[config.mk]
export PLATFORM = sky130hd
export DESIGN_NAME = pooled_map_collector
export DESIGN_NICKNAME = d
export VERILOG_FILES = /design/src/rtl/pooled_map_collector.sv
export SDC_FILE = /design/constraint.sdc
export NUM_CORES = 1
export LEC_CHECK = 0
export BUFFER_PORTS_ARGS = -buffer_cell sky130_fd_sc_hd__buf_4
export CAP_MARGIN = 5
export CORE_UTILIZATION = 40
export DETAILED_ROUTE_END_ITERATION = 10
export GPL_TIMING_DRIVEN = 0
export MAX_ROUTING_LAYER = met4
export SYNTH_ARGS = -nofsm -noshare
export SYNTH_HDL_FRONTEND = slang
export SYNTH_SLANG_ARGS = --single-unit
[constraint.sdc]
create_clock -name clk -period 9.1 [get_ports clk]
set_clock_uncertainty 0.1 [all_clocks]
set_input_delay 0.455 -clock clk [delete_from_list [all_inputs] [get_ports clk]]
set_output_delay 0.455 -clock clk [all_outputs]
set_load 0.03 [all_outputs]
[src/rtl/pooled_map_collector.sv]
// Collects per-kernel pooled pixels into one map per kernel, then replays all maps
// channel-major in raster order as a single valid/ready stream.
module pooled_map_collector #(
    parameter int NumberOfK          = 4,
    parameter int ProcessingElements = 2,
    parameter int BitSize            = 32,
    parameter int MapWidth           = 2,
    localparam int ChW               = (NumberOfK > 1) ? $clog2(NumberOfK) : 1
) (
    input  logic                                         clk,
    input  logic                                         res_n,
    input  logic [NumberOfK-1:0]                         in_valid,
    input  logic [ProcessingElements-1:0][BitSize-1:0]   in_data,
    output logic                                         in_ready,
    input  logic                                         out_ready,
    output logic                                         out_valid,
    output logic [BitSize-1:0]                           out_data,
    output logic [ChW-1:0]                               out_channel,
    output logic                                         out_last,
    output logic                                         overflow,
    output logic                                         lane_clash
);
    localparam int MapSize = MapWidth * MapWidth;
    localparam int CntW    = $clog2(MapSize + 1);
    localparam int IdxW    = (MapSize > 1) ? $clog2(MapSize) : 1;
    localparam logic [CntW-1:0] CntFull = CntW'(MapSize);
    localparam logic [IdxW-1:0] IdxLast = IdxW'(MapSize - 1);
    localparam logic [ChW-1:0]  ChLast  = ChW'(NumberOfK - 1);

    typedef enum logic {
        ST_FILL,
        ST_DRAIN
    } state_t;

    state_t                 state_q;
    logic [CntW-1:0]        wr_cnt_q [NumberOfK];
    logic [CntW-1:0]        wr_cnt_d [NumberOfK];
    logic [IdxW-1:0]        rd_idx_q;
    logic [ChW-1:0]         rd_ch_q;
    logic                   in_ready_q;
    logic                   out_valid_q;
    logic [BitSize-1:0]     out_data_q;
    logic [ChW-1:0]         out_channel_q;
    logic                   out_last_q;
    logic                   overflow_q;
    logic                   lane_clash_q;

    logic                   fill_st;
    logic [NumberOfK-1:0]   wr_en;
    logic [NumberOfK-1:0]   full_d;
    logic [BitSize-1:0]     rd_words [NumberOfK];
    logic [ProcessingElements-1:0] lane_multi;
    logic                   any_drop;
    logic                   last_word;

    genvar gi, gj;

    assign fill_st = (state_q == ST_FILL);

    // A lane is clashing when more than one of the kernels mapped onto it strobes at once.
    for (gi = 0; gi < ProcessingElements; gi++) begin : g_lane
        logic [NumberOfK-1:0] sharers;
        for (gj = 0; gj < NumberOfK; gj++) begin : g_k
            if ((gj % ProcessingElements) == gi) begin : g_on
                assign sharers[gj] = in_valid[gj];
            end else begin : g_off
                assign sharers[gj] = 1'b0;
            end
        end
        assign lane_multi[gi] = |(sharers & (sharers - NumberOfK'(1)));
    end

    // One map memory per kernel so every kernel can be written in the same cycle.
    for (gi = 0; gi < NumberOfK; gi++) begin : g_kern
        logic [BitSize-1:0] mem [MapSize];

        assign wr_en[gi]    = fill_st && in_valid[gi] && (wr_cnt_q[gi] != CntFull);
        assign wr_cnt_d[gi] = wr_cnt_q[gi] + CntW'(wr_en[gi]);
        assign full_d[gi]   = (wr_cnt_d[gi] == CntFull);

        always_ff @(posedge clk) begin
            if (wr_en[gi]) begin
                mem[wr_cnt_q[gi][IdxW-1:0]] <= in_data[gi % ProcessingElements];
            end
        end

        assign rd_words[gi] = mem[rd_idx_q];
    end

    assign any_drop  = |(in_valid & ~wr_en);
    assign last_word = (rd_ch_q == ChLast) && (rd_idx_q == IdxLast);

    always_ff @(posedge clk or negedge res_n) begin
        if (!res_n) begin
            state_q       <= ST_FILL;
            for (int k = 0; k < NumberOfK; k++) begin
                wr_cnt_q[k] <= '0;
            end
            rd_idx_q      <= '0;
            rd_ch_q       <= '0;
            in_ready_q    <= 1'b1;
            out_valid_q   <= 1'b0;
            out_data_q    <= '0;
            out_channel_q <= '0;
            out_last_q    <= 1'b0;
            overflow_q    <= 1'b0;
            lane_clash_q  <= 1'b0;
        end else begin
            if (any_drop) begin
                overflow_q <= 1'b1;
            end
            case (state_q)
                ST_FILL: begin
                    for (int k = 0; k < NumberOfK; k++) begin
                        wr_cnt_q[k] <= wr_cnt_d[k];
                    end
                    if (|lane_multi) begin
                        lane_clash_q <= 1'b1;
                    end
                    if (&full_d) begin
                        state_q    <= ST_DRAIN;
                        in_ready_q <= 1'b0;
                    end
                end
                ST_DRAIN: begin
                    // The output register is refilled whenever it is empty or being consumed.
                    if (!out_valid_q || out_ready) begin
                        if (out_valid_q && out_last_q) begin
                            state_q     <= ST_FILL;
                            in_ready_q  <= 1'b1;
                            out_valid_q <= 1'b0;
                            out_last_q  <= 1'b0;
                            rd_idx_q    <= '0;
                            rd_ch_q     <= '0;
                            for (int k = 0; k < NumberOfK; k++) begin
                                wr_cnt_q[k] <= '0;
                            end
                        end else begin
                            out_valid_q   <= 1'b1;
                            out_data_q    <= rd_words[rd_ch_q];
                            out_channel_q <= rd_ch_q;
                            out_last_q    <= last_word;
                            if (rd_idx_q == IdxLast) begin
                                rd_idx_q <= '0;
                                rd_ch_q  <= rd_ch_q + ChW'(1);
                            end else begin
                                rd_idx_q <= rd_idx_q + IdxW'(1);
                            end
                        end
                    end
                end
                default: state_q <= ST_FILL;
            endcase
        end
    end

    assign in_ready    = in_ready_q;
    assign out_valid   = out_valid_q;
    assign out_data    = out_data_q;
    assign out_channel = out_channel_q;
    assign out_last    = out_last_q;
    assign overflow    = overflow_q;
    assign lane_clash  = lane_clash_q;

endmodule

# Word level (Yosys, flattened, before mapping)
# Memory sizes are Yosys's and may differ from the RTL's.
# Index checks and enable logic that the tools add are counted.
[classes]
addsub = 8
n_lt_le_gt_ge = 1
eq_ne = 13
muxes = 27
n_bitwise = 7
reduce_logical = 22
[op_table]
columns = ["op", "n"]
rows = [
  ["$bmux W32 S2", 1],
  ["$mux W32", 2],
  ["$mux W12", 2],
  ["$pmux W12 S2", 1],
  ["$mux W1", 15],
  ["$add A3 B1 Y3", 4],
  ["$eq A3 B3 Y1 const B", 4],
  ["$ne A3 B3 Y1 const B", 4],
  ["$logic_and A1 B1 Y1", 10],
  ["$reduce_and A3 Y1", 3],
  ["$and A4 B4 Y4", 2],
  ["$mux W2", 4],
  ["$reduce_or A8 Y1", 1],
  ["$ne A2 B1 Y1 const B", 3],
  ["$reduce_and A2 Y1", 3],
  ["$add A2 B1 Y2 const B", 2],
  ["$and A3 B4 Y4", 1],
  ["$eq A2 B2 Y1 const B", 2],
  ["$not A4 Y4", 1],
  ["$pmux W1 S2", 2],
  ["$reduce_and A4 Y1", 1],
  ["$reduce_or A4 Y1", 1],
  ["$sub A3 B1 Y4 const B", 1],
  ["$sub A4 B1 Y4 const B", 1],
  ["6 further kinds", 7],
]
[word_totals]
ff_bits = 56
ramBits = 512
inputBits = 71
out_inout_bits = 39
word_cells = 96
memories = 4
[mem_list]
columns = ["memory", "depth", "word_bits", "rd", "rd_ports_with_merged_regs", "wr", "line_no", "rtl"]
rows = [
  ["g_kern[0].mem", 4, 32, 1, 0, 1, "75", "logic [BitSize-1:0] mem [MapSize];"],
  ["g_kern[1].mem", 4, 32, 1, 0, 1, "75", ""],
  ["g_kern[2].mem", 4, 32, 1, 0, 1, "75", ""],
  ["g_kern[3].mem", 4, 32, 1, 0, 1, "75", ""],
]

# Longest topological paths before layout
# Gate-level depths: netlist of the first run.
[logic_depth]
word_depth = 8
depth_mapped = 9
depth_no_buf = 9

# Worst setup path before layout of the first run
# Ideal clock, no wire load.
[synth_path]
path_type = "reg-to-reg"
startpoint = "register state_q"
endpoint = "memory g_kern[0].mem[0][0], enable pin"
arrival_ns = 3.744
required_ns = 8.499
setup_slack_ns = 4.755
stages_incl_launch_ff = 4
period_less_slack_ns = 4.345
cell_sequence = "dfrtp_1 -> inv_1 -> nand2_1 -> nor4_1"
[synth_via]
elab_chain_len = 5
[synth_rtl]
columns = ["item", "line_no", "rtl"]
rows = [
  ["from (decl)", "35", "state_t state_q;"],
  ["from (signal assigned)", "95", "state_q <= ST_FILL;"],
  ["from (signal assigned)", "121", "state_q <= ST_DRAIN;"],
  ["from (signal assigned)", "129", "state_q <= ST_FILL;"],
  ["$not A1 Y1 (no line)", "-", ""],
  ["$logic_and A1 B1 Y1 (2 in series)", "77", "assign wr_en[gi] = fill_st && in_valid[gi] && (wr_cnt_q[gi] != CntFull);"],
  ["$mux W1", "82", "if (wr_en[gi]) begin"],
  ["$mux W1 (not written as such)", "83", "mem[wr_cnt_q[gi][IdxW-1:0]] <= in_data[gi % ProcessingElements];"],
  ["to (decl)", "75", ""],
]
# Every way passes these cells.

# Worst setup path after layout of the first run
[layout_path]
startpoint = "register state_q"
endpoint = "memory g_kern[0].mem[1][12], enable pin"
# Same word-level chain as after synthesis.

==> flow_summary.yaml, run 1 <==
pwr:
  powerDensity_nw_per_um2: 308
  p_leak_nw: 8.99
  power_frac_comb_pct: 30.6
  p_switching_mw: 2.53
  clock_power_share_pct: 27.9
  p_sw_share_pct: 31.0
  intPower_mw: 5.65
  seq_power_share_pct: 41.4
  ir_worst_vdd_mv: 0.152
critical_path:
  crit_start: "state_q$_DFF_PN0_"
  critical_path_class: "reg2reg"
  max_stage_delay_ps: 820
  start_kind: "flip-flop"
  crit_required_ps: 9300
  r2r-start: "state_q$_DFF_PN0_"
  endpoint_kind: "flip-flop"
  reg2reg_slack_ps: 6570
  crit_chain: "inv_1, nand2_1, nor3b_2, buf_8, buf_6"
  cp.arrival_ps: 2720
  r2r_cells: 5
  crit_fanout: 8
  crit_slowest_cell: "nor3b_2"
  r2r-end: "g_kern[0].mem[1][12]$_DFFE_PP_"
global_route:
  overflow: 0
  grt_pass1_vias: 11792
  grt_antenna_before_repair: 5
  grt_use_total_pct: 21.2
  grt_pass1_wl_um: 80100
  grt_max_degree: 57
route:
  wl_per_cell_um: 27.2
  vias: 11225
  drt_iter0_markers: 981
  routed_wl_um: 54900
  drc: 0
  antenna_left: 0
  drt-pass1-iter-count: 5
  viasPerCell: 5.56
timing:
  worst_slack_ps: 6570
  hold_violations: 0
  finalSetupTns_ps: 0
  rsz0062_at_grt: "no"
  report.final.slew_viol_count: 0
  fmax_mhz: 396
  max_slew_margin_pct: 28.1
  fin_crit_sh_pct: 27.7
  finalSetupViolations: 0
  min_period_ps: 2530
  worst_slew_pin_slew_ps: 1080
synth:
  yosys_register_bits: 568
  ys_seq_area_share_pct: 77.5
  synth.most_common_cell: "edfxtp_1"
  yosysTopAreaCell: "edfxtp_1"
  synth_area_per_cell_um2: 22.0
  syn_nets: 1065
  ys_warn_count: 0
  synth_top_flop_cell: "edfxtp_1"
  synthArstFlopShare_pct: 9.86
  ys_types: 43
  yosys-top-cells-count: "512 x edfxtp_1, 124 x mux4_2, 55 x dfrtp_1, 38 x o22ai_1, 31 x buf_2"
  synth_edf_count: 512
  syn-cell-area_um2: 21600
  synth_cells: 984
  synth_area_leaders: "edfxtp_1 71%, mux4_2 13%, dfrtp_1 6.4%, o22ai_1 1.1%, mux2_2 1.1%"
  synth_top_cell_area_share_pct: 71.1
clocking:
  ctsHtreeMaxLevel: 2
  cts_setup_buffers: 0
  cts_buffers: 57
  cts_sinks: 568
  clk_pin_slew_ps: 60
  cts_tree: "yes"
  clock_latency_ps: 620
  root_buffer: "clkbuf_16"
  cts_max_path_buffers: 3
  cts_resized: 0
layout:
  syn_to_final_growth_pct: 22.6
  drive_above_1_share_pct: 34.1
  final_area_um2: 26500
  nets: 1358
hold_path:
  hold_start: "in_valid[1]"
  hold_end: "overflow$_DFFE_PN0P_"
  hold_path_depth: 3
  hold_class: "in2reg"
floorplan:
  die_width_um: 235
  die_y_um: 235
  dieArea_um2: 55000
  core_area_um2: 53000
  core.rowCount: 84
  start_util_pct: 40.8
  io_pins: 110
placed_design:
  dp_hpwl_um: 36800
  gp_congestion: 0.766
  placed_cell_area_um2: 24100
  pre_cts_slack_ps: 6530
  port_buffers: 109
flow_run:
  cap_viol_max_count: 0
run_status:
  status: "completed"
## worst max path at each step
stage	end	slack [ps]
after CTS	g_kern[0].mem[1][13]$_DFFE_PP_	6510
after global routing	g_kern[0].mem[1][13]$_DFFE_PP_	6430
after detailed placement	g_kern[0].mem[1][4]$_DFFE_PP_	6530
after floorplan	g_kern[0].mem[0][0]$_DFFE_PP_	4760
after global placement	g_kern[2].mem[0][10]$_DFFE_PP_	440
final	g_kern[0].mem[1][12]$_DFFE_PP_	6570
## power by group through the flow
stage	registers (mW)	logic [mW]	clock network (mW)
3_3_place_gp	3.48	2.37	0
6_report	3.39	2.51	2.29
2_1_floorplan	3.55	1.44	0
4_1_cts	3.39	2.54	2.32
5_1_grt	3.42	2.67	2.41
3_5_place_dp	3.44	2.51	0
## area by class of cell
class	instances	area (um2)
tap	688	861
clock inverter	25	244
inverter	8	30.0
fill	4310	26400
sequential	568	16800
antenna	6	15.0
timing repair buffer	234	2150
multi-input combinational	356	4610
clock buffer	81	1560
buffer	52	283
## kinds of logic after synthesis
kind of cell	after synthesis	share of synthesized area [%]
multiplexers	160	15.0
AND/OR/NAND/NOR	59	1.44
AO/OA/AOI/OAI	123	3.84
XOR/XNOR	4	0.162
buffers and inverters	60	1.45
adder cells (fa/ha/maj)	10	0.578
flip-flops	568	77.5
## per-stage QoR
| stage | utilization [%] | total power, mW | hold WS, ps | std cells |
|---|---|---|---|---|
| after floorplan | - | 4.98 | 59.4 | 984 |
| after global placement | 44.0 | 5.85 | 365 | 1781 |
| after detailed placement | 45.4 | 5.96 | 367 | 1841 |
| after CTS | 50.1 | 8.26 | 16.4 | 2012 |
| after global routing | 50.1 | 8.50 | 47.0 | 2017 |
| final | 50.1 | 8.18 | 41.6 | 2018 |
## sequential cells by signal, indices dropped and copies added, names as in the netlist, 2 cells and up
register / count
out_data: 32
rd_idx_q: 2
g_kern.mem: 512
rd_ch_q: 2
out_channel: 2
wr_cnt_q: 12
## repair_timing
item	in CTS	in global routing
endpoints found under the setup margin	0	0
endpoints found under the hold margin	567	0
hold buffers	65	0
## routing by layer
layer | vias up | track usage (%) | part of all wire, %
li1 | 4771 | - | -
met1 | 6000 | 28.4 | 42
met2 | 382 | 34.5 | 50
met3 | 72 | 2.68 | 5.7
met4 | 0 | 5.10 | 1.8
met5 | - | - | 0
## layout by cell type, fill, tap and decap left out, drive strengths merged, types with 4 or more instances in the layout
cell type,n
o21ai,7
ha,10
mux4,128
nand2b,7
a21oi,27
mux2,21
o211ai,13
diode,6
inv,10
dlygate4sd3,65
bufinv,5
dfrtp,55
clkbuf,93
clkinv,18
buf,209
nor2,7
nand2,21
nor4,4
xnor2,4
mux2i,11
edfxtp,512
o22ai,42
a22oi,12
nor3b,8
a22o,10
## critical path: cells and delay by family, from the launching register on
family / cells / cell delay (ps)
and+or+nand+nor: 2 / 990
DFF: 1 / 470
buffers and inverters: 3 / 650
Note: power is estimated with default switching activity, not from simulation.
==> run 2, diff against run 1 <==
==> constraint.sdc (replaced) <==
create_clock -name clk -period 2.5 [get_ports clk]
set_clock_uncertainty 0.1 [all_clocks]
set_input_delay 0.125 -clock clk [delete_from_list [all_inputs] [get_ports clk]]
set_output_delay 0.125 -clock clk [all_outputs]
set_load 0.03 [all_outputs]
==> flow_summary.yaml, run 2 (synthesis results as in run 1) <==
run_status:
  status: "completed"
global_route:
  grt_use_total_pct: 21.5
  use_met3_pct: 3.75
  grt_max_degree: 57
  grt-busiest-layer: "met2"
  grt_pass1_wl_um: 80700
  overflow: 0
  grt_antenna_before_repair: 3
  use_met2_pct: 35.4
  grt_pass1_vias: 11846
  grt_use_met1_pct: 27.4
clocking:
  root_buffer: "clkbuf_16"
  clk_pin_slew_ps: 60
  cts_sinks: 568
  ctsHtreeMaxLevel: 2
  cts_buffers: 56
  cts_tree: "yes"
  clock_latency_ps: 610
  cts_max_path_buffers: 3
layout:
  postLayoutCoreUtil_pct: 50.5
  syn_to_final_growth_pct: 23.5
  final_cell_mix: "512 x edfxtp_1, 124 x mux4_2, 116 x buf_4, 70 x dlygate4sd3_1, 58 x clkbuf_16"
  final_area_um2: 26700
  largest_register_ffs: 512
  drive_above_1_share_pct: 34.1
  nets: 1345
  layout_commonest_cell: "edfxtp_1"
critical_path:
  path_delay_family: "simple AND/OR/NAND/NOR gates"
  crit_slowest_cell: "and3_2"
  crit_fanout: 20
  crit_chain: "nand2b_1, a21o_1, inv_1, and3_2, buf_12"
  critical_path_class: "reg2reg"
  endpoint_kind: "flip-flop"
  cp.arrival_ps: 2580
  max_stage_delay_ps: 580
  cp_num_buf_inv: 2
  crit_required_ps: 2700
  start_kind: "flip-flop"
route:
  drt_iter0_markers: 848
  routed_wl_um: 55400
  drt-pass1-iter-count: 5
  wl_per_cell_um: 27.6
  viasPerCell: 5.58
  drc: 0
  antenna_left: 0
  vias: 11184
floorplan:
  dieArea_um2: 55000
  die_y_um: 235
  io_pins: 110
  core.rowCount: 84
  start_util_pct: 40.8
  core_area_um2: 53000
  die_width_um: 235
pwr:
  p_leak_nw: 9.02
  seq_power_share_pct: 41.4
  powerDensity_nw_per_um2: 1120
  clock_power_share_pct: 27.5
  p_switching_mw: 9.32
  ir_worst_vdd_mv: 0.584
  intPower_mw: 20.6
  total_power_mw: 29.9
  p_sw_share_pct: 31.2
  power_frac_comb_pct: 31.2
timing:
  fin_crit_sh_pct: 95.6
  max_slew_margin_pct: 31.2
  finalSetupTns_ps: 0
  finalSetupViolations: 0
  rsz0062_at_grt: "no"
  fmax_mhz: 419
  hold_violations: 0
  min_period_ps: 2390
  worst_slew_pin_slew_ps: 1030
  report.final.slew_viol_count: 0
placed_design:
  placed_cell_area_um2: 24100
  dp_hpwl_um: 35600
  gp_congestion: 0.800
  port_buffers: 109
hold_path:
  hold_class: "in2reg"
flow_run:
  cap_viol_max_count: 0
-- run 2: changes by cell type in the layout (fill, tap and decap cells not counted), sizes merged --
cell / previous run / this run
clkinv: 18 / 21
dlygate4sd3: 65 / 70
bufinv: 5 / 3
diode: 6 / 3
inv: 10 / 8
clkinvlp: 0 / 1
clkdlybuf4s15: 0 / 1
buf: 209 / 191
-- run 2: stage by stage --
stage | hold slack [ps] | setup slack (ps) | instances
after floorplan | -271 | -1110 | 984
after global placement | 250 | -4940 | 1781
after detailed placement | 258 | -101 | 1819
after CTS | 108 | 10.4 | 1997
after global routing | 95.9 | 17.4 | 2003
final | 78.1 | 111 | 2003
-- run 2: layout make-up --
type                    instances  area (um2)
inverters                       8        30.0
clock buffers                  81        1600
plain buffers                  51         290
flip-flops and latches        568       16800
diodes                          3        7.51
well taps                     688         861
multi-input cells             356        4690
clock inverters                25         206
repair buffers                223        2260
fillers                      4292       26200
-- run 2: routing by layer --
layer,wire length [um],vias up,part of all wire (%)
li1,-,4734,-
met1,22600,5971,41
met2,27900,383,50
met3,3510,96,6.3
met4,1380,0,2.5
met5,0,-,0
-- run 2: timing repair --
action / 4_1_cts / 5_1_grt
gates resized for setup: 6 / 6
hold buffers: 70 / 0
endpoints found under the hold margin: 573 / 0
buffers inserted: 2 / 4
setup endpoints to repair: 35 / 50
pin swaps: 2 / 2
-- run 2: power by group through the flow --
| stage | clock network (mW) | registers [mW] | logic (mW) |
|---|---|---|---|
| floorplan | 0 | 12.9 | 5.28 |
| global placement | 0 | 12.6 | 8.72 |
| detailed placement | 0 | 12.6 | 9.26 |
| CTS | 8.33 | 12.4 | 9.40 |
| global route | 8.68 | 12.5 | 9.94 |
| finish | 8.21 | 12.4 | 9.32 |
-- run 2: worst paths after layout --
| path | start | slack, ps | end | cells after the start |
|---|---|---|---|---|
| setup reg to reg | state_q$_DFF_PN0_ | 110 | g_kern[3].mem[3][10]$_DFFE_PP_ | 5 |
| hold reg to reg | lane_clash$_DFFE_PN0P_ | 370 | lane_clash$_DFFE_PN0P_ | 1 |
| max in group asynchronous | res_n | 1490 | state_q$_DFF_PN0_ | 2 |
| min in group asynchronous | res_n | 120 | out_data[12]$_DFFE_PN0P_ | 2 |
| setup / recovery | state_q$_DFF_PN0_ | 110 | g_kern[3].mem[3][10]$_DFFE_PP_ | 5 |
| hold / removal | in_valid[2] | 80 | g_kern[2].mem[0][28]$_DFFE_PP_ | 3 |
-- run 2: worst min-delay path: stages --
cell and delay, ps:
buf_4 130, nand2b_1 240, nor4_4 110
==> run 3, diff against run 2 <==
--- a/config.mk
+++ b/config.mk
@@ -8,6 +8,7 @@
 export BUFFER_PORTS_ARGS = -buffer_cell sky130_fd_sc_hd__buf_4
 export CAP_MARGIN = 5
 export CORE_UTILIZATION = 40
+export CTS_BUF_LIST = sky130_fd_sc_hd__clkbuf_8 sky130_fd_sc_hd__clkbuf_16
 export DETAILED_ROUTE_END_ITERATION = 10
 export GPL_TIMING_DRIVEN = 0
 export MAX_ROUTING_LAYER = met4
==> constraint.sdc (replaced) <==
create_clock -name clk -period 2.5 [get_ports clk]
set_clock_uncertainty 0.1 [all_clocks]
set_input_delay 0.25 -clock clk [delete_from_list [all_inputs] [get_ports clk]]
set_output_delay 0.25 -clock clk [all_outputs]
set_load 0.03 [all_outputs]
==> flow_summary.yaml, run 3 (synthesis results as in run 1) <==
timing:
  finalSetupViolations: 0
  worst_slew_pin_slew_ps: 1010
  finalSetupTns_ps: 0
  hold_violations: 0
  min_period_ps: 2390
  max_slew_margin_pct: 32.6
  rsz0062_at_grt: "no"
  whs_ps: 62.0
  fmax_mhz: 418
  worst_slack_ps: 106
  fin_crit_sh_pct: 95.7
  report.final.slew_viol_count: 0
pwr:
  powerDensity_nw_per_um2: 1120
  ir_worst_vdd_mv: 0.582
  p_leak_nw: 9.08
  total_power_mw: 29.9
floorplan:
  dieArea_um2: 55000
  core_area_um2: 53000
  core.rowCount: 84
  start_util_pct: 40.8
  die_y_um: 235
  io_pins: 110
  die_width_um: 235
layout:
  final_cells: 2002
  nets: 1344
  layout_commonest_cell: "edfxtp_1"
  syn_to_final_growth_pct: 23.5
  final_area_um2: 26700
  fill_cells: 4293
  drive_above_1_share_pct: 34.1
  largest_register_ffs: 512
  final_cell_mix: "512 x edfxtp_1, 124 x mux4_2, 116 x buf_4, 69 x dlygate4sd3_1, 58 x clkbuf_16"
  postLayoutCoreUtil_pct: 50.4
critical_path:
  critical_path_class: "reg2reg"
  cp.arrival_ps: 2590
  start_kind: "flip-flop"
  crit_fanout: 20
  endpoint_kind: "flip-flop"
  crit_required_ps: 2690
  r2r_cells: 5
route:
  drt_iter0_markers: 767
  viasPerCell: 5.62
  antenna_left: 0
  routed_wl_um: 55500
  drc: 0
  vias: 11250
  drt-pass1-iter-count: 5
  wl_per_cell_um: 27.7
placed_design:
  placed_cell_area_um2: 24100
  dp_hpwl_um: 35600
  gp_congestion: 0.800
  dp_cells: 1819
  port_buffers: 109
  pre_cts_slack_ps: -101
flow_run:
  cap_viol_max_count: 0
clocking:
  clk_pin_slew_ps: 60
  ctsHtreeMaxLevel: 2
  cts_max_path_buffers: 3
  cts_sinks: 568
  cts_buffers: 56
  root_buffer: "clkbuf_16"
  clock_latency_ps: 610
  cts_tree: "yes"
hold_path:
  hold_class: "in2reg"
  hold_path_depth: 4
global_route:
  grt_antenna_before_repair: 3
  grt_max_degree: 57
  grt_use_total_pct: 21.5
  overflow: 0
  grt_pass1_vias: 11842
  grt_pass1_wl_um: 80700
run_status:
  status: "completed"
## run 3: critical path, cell delays in order, from the launching register on
cell and delay (ps):
dfrtp_2 480, nand2b_1 280, a21o_1 250, inv_1 90
and3_2 570, buf_12 290
## run 3: layer usage
| metal | global-route usage, % | wire [um] | vias up |
|---|---|---|---|
| met5 | - | 0 | - |
| met4 | 6.47 | 1370 | 0 |
| met3 | 3.75 | 3170 | 95 |
| met2 | 35.4 | 28000 | 362 |
| met1 | 27.4 | 22900 | 6066 |
| li1 | - | - | 4727 |
## run 3: repair_timing
item / CTS / global route
pin swaps: 2 / 2
hold endpoints to repair: 569 / 0
setup endpoints to repair: 34 / 50
hold buffers: 69 / 0
buffers inserted: 2 / 4
cloned: 0 / 0
resized for setup: 6 / 6
## run 3: report_power, final
group          leakage (nW)  internal (mW)  switching (mW)
Sequential             5.30           11.7           0.658
Combinational          2.83           4.12            5.19
Clock                 0.955           4.67            3.49
Total                  9.08           20.5            9.34
## run 3: cell type report
cell class                      count  area, um2  share of cell area [%]
Inverter                            8       30.0                   0.112
Clock inverter                     42        270                    1.01
Tap cell                          688        861                    3.22
Clock buffer                       64       1530                    5.74
Timing Repair Buffer              222       2250                    8.43
Sequential cell                   568      16800                    62.8
Multi-Input combinational cell    356       4690                    17.6
Buffer                             51        290                    1.09
Antenna cell                        3       7.51                  0.0281
## run 3: path summary, 6_finish.rpt
check / from / to / slack [ps]
max: state_q$_DFF_PN0_ / g_kern[3].mem[3][10]$_DFFE_PP_ / 110
min: out_ready / rd_ch_q[0]$_DFFE_PN0P_ / 60
max reg2reg: state_q$_DFF_PN0_ / g_kern[3].mem[3][10]$_DFFE_PP_ / 110
min reg2reg: lane_clash$_DFFE_PN0P_ / lane_clash$_DFFE_PN0P_ / 370
max in group asynchronous: res_n / state_q$_DFF_PN0_ / 1340
min in group asynchronous: res_n / out_data[12]$_DFFE_PN0P_ / 250
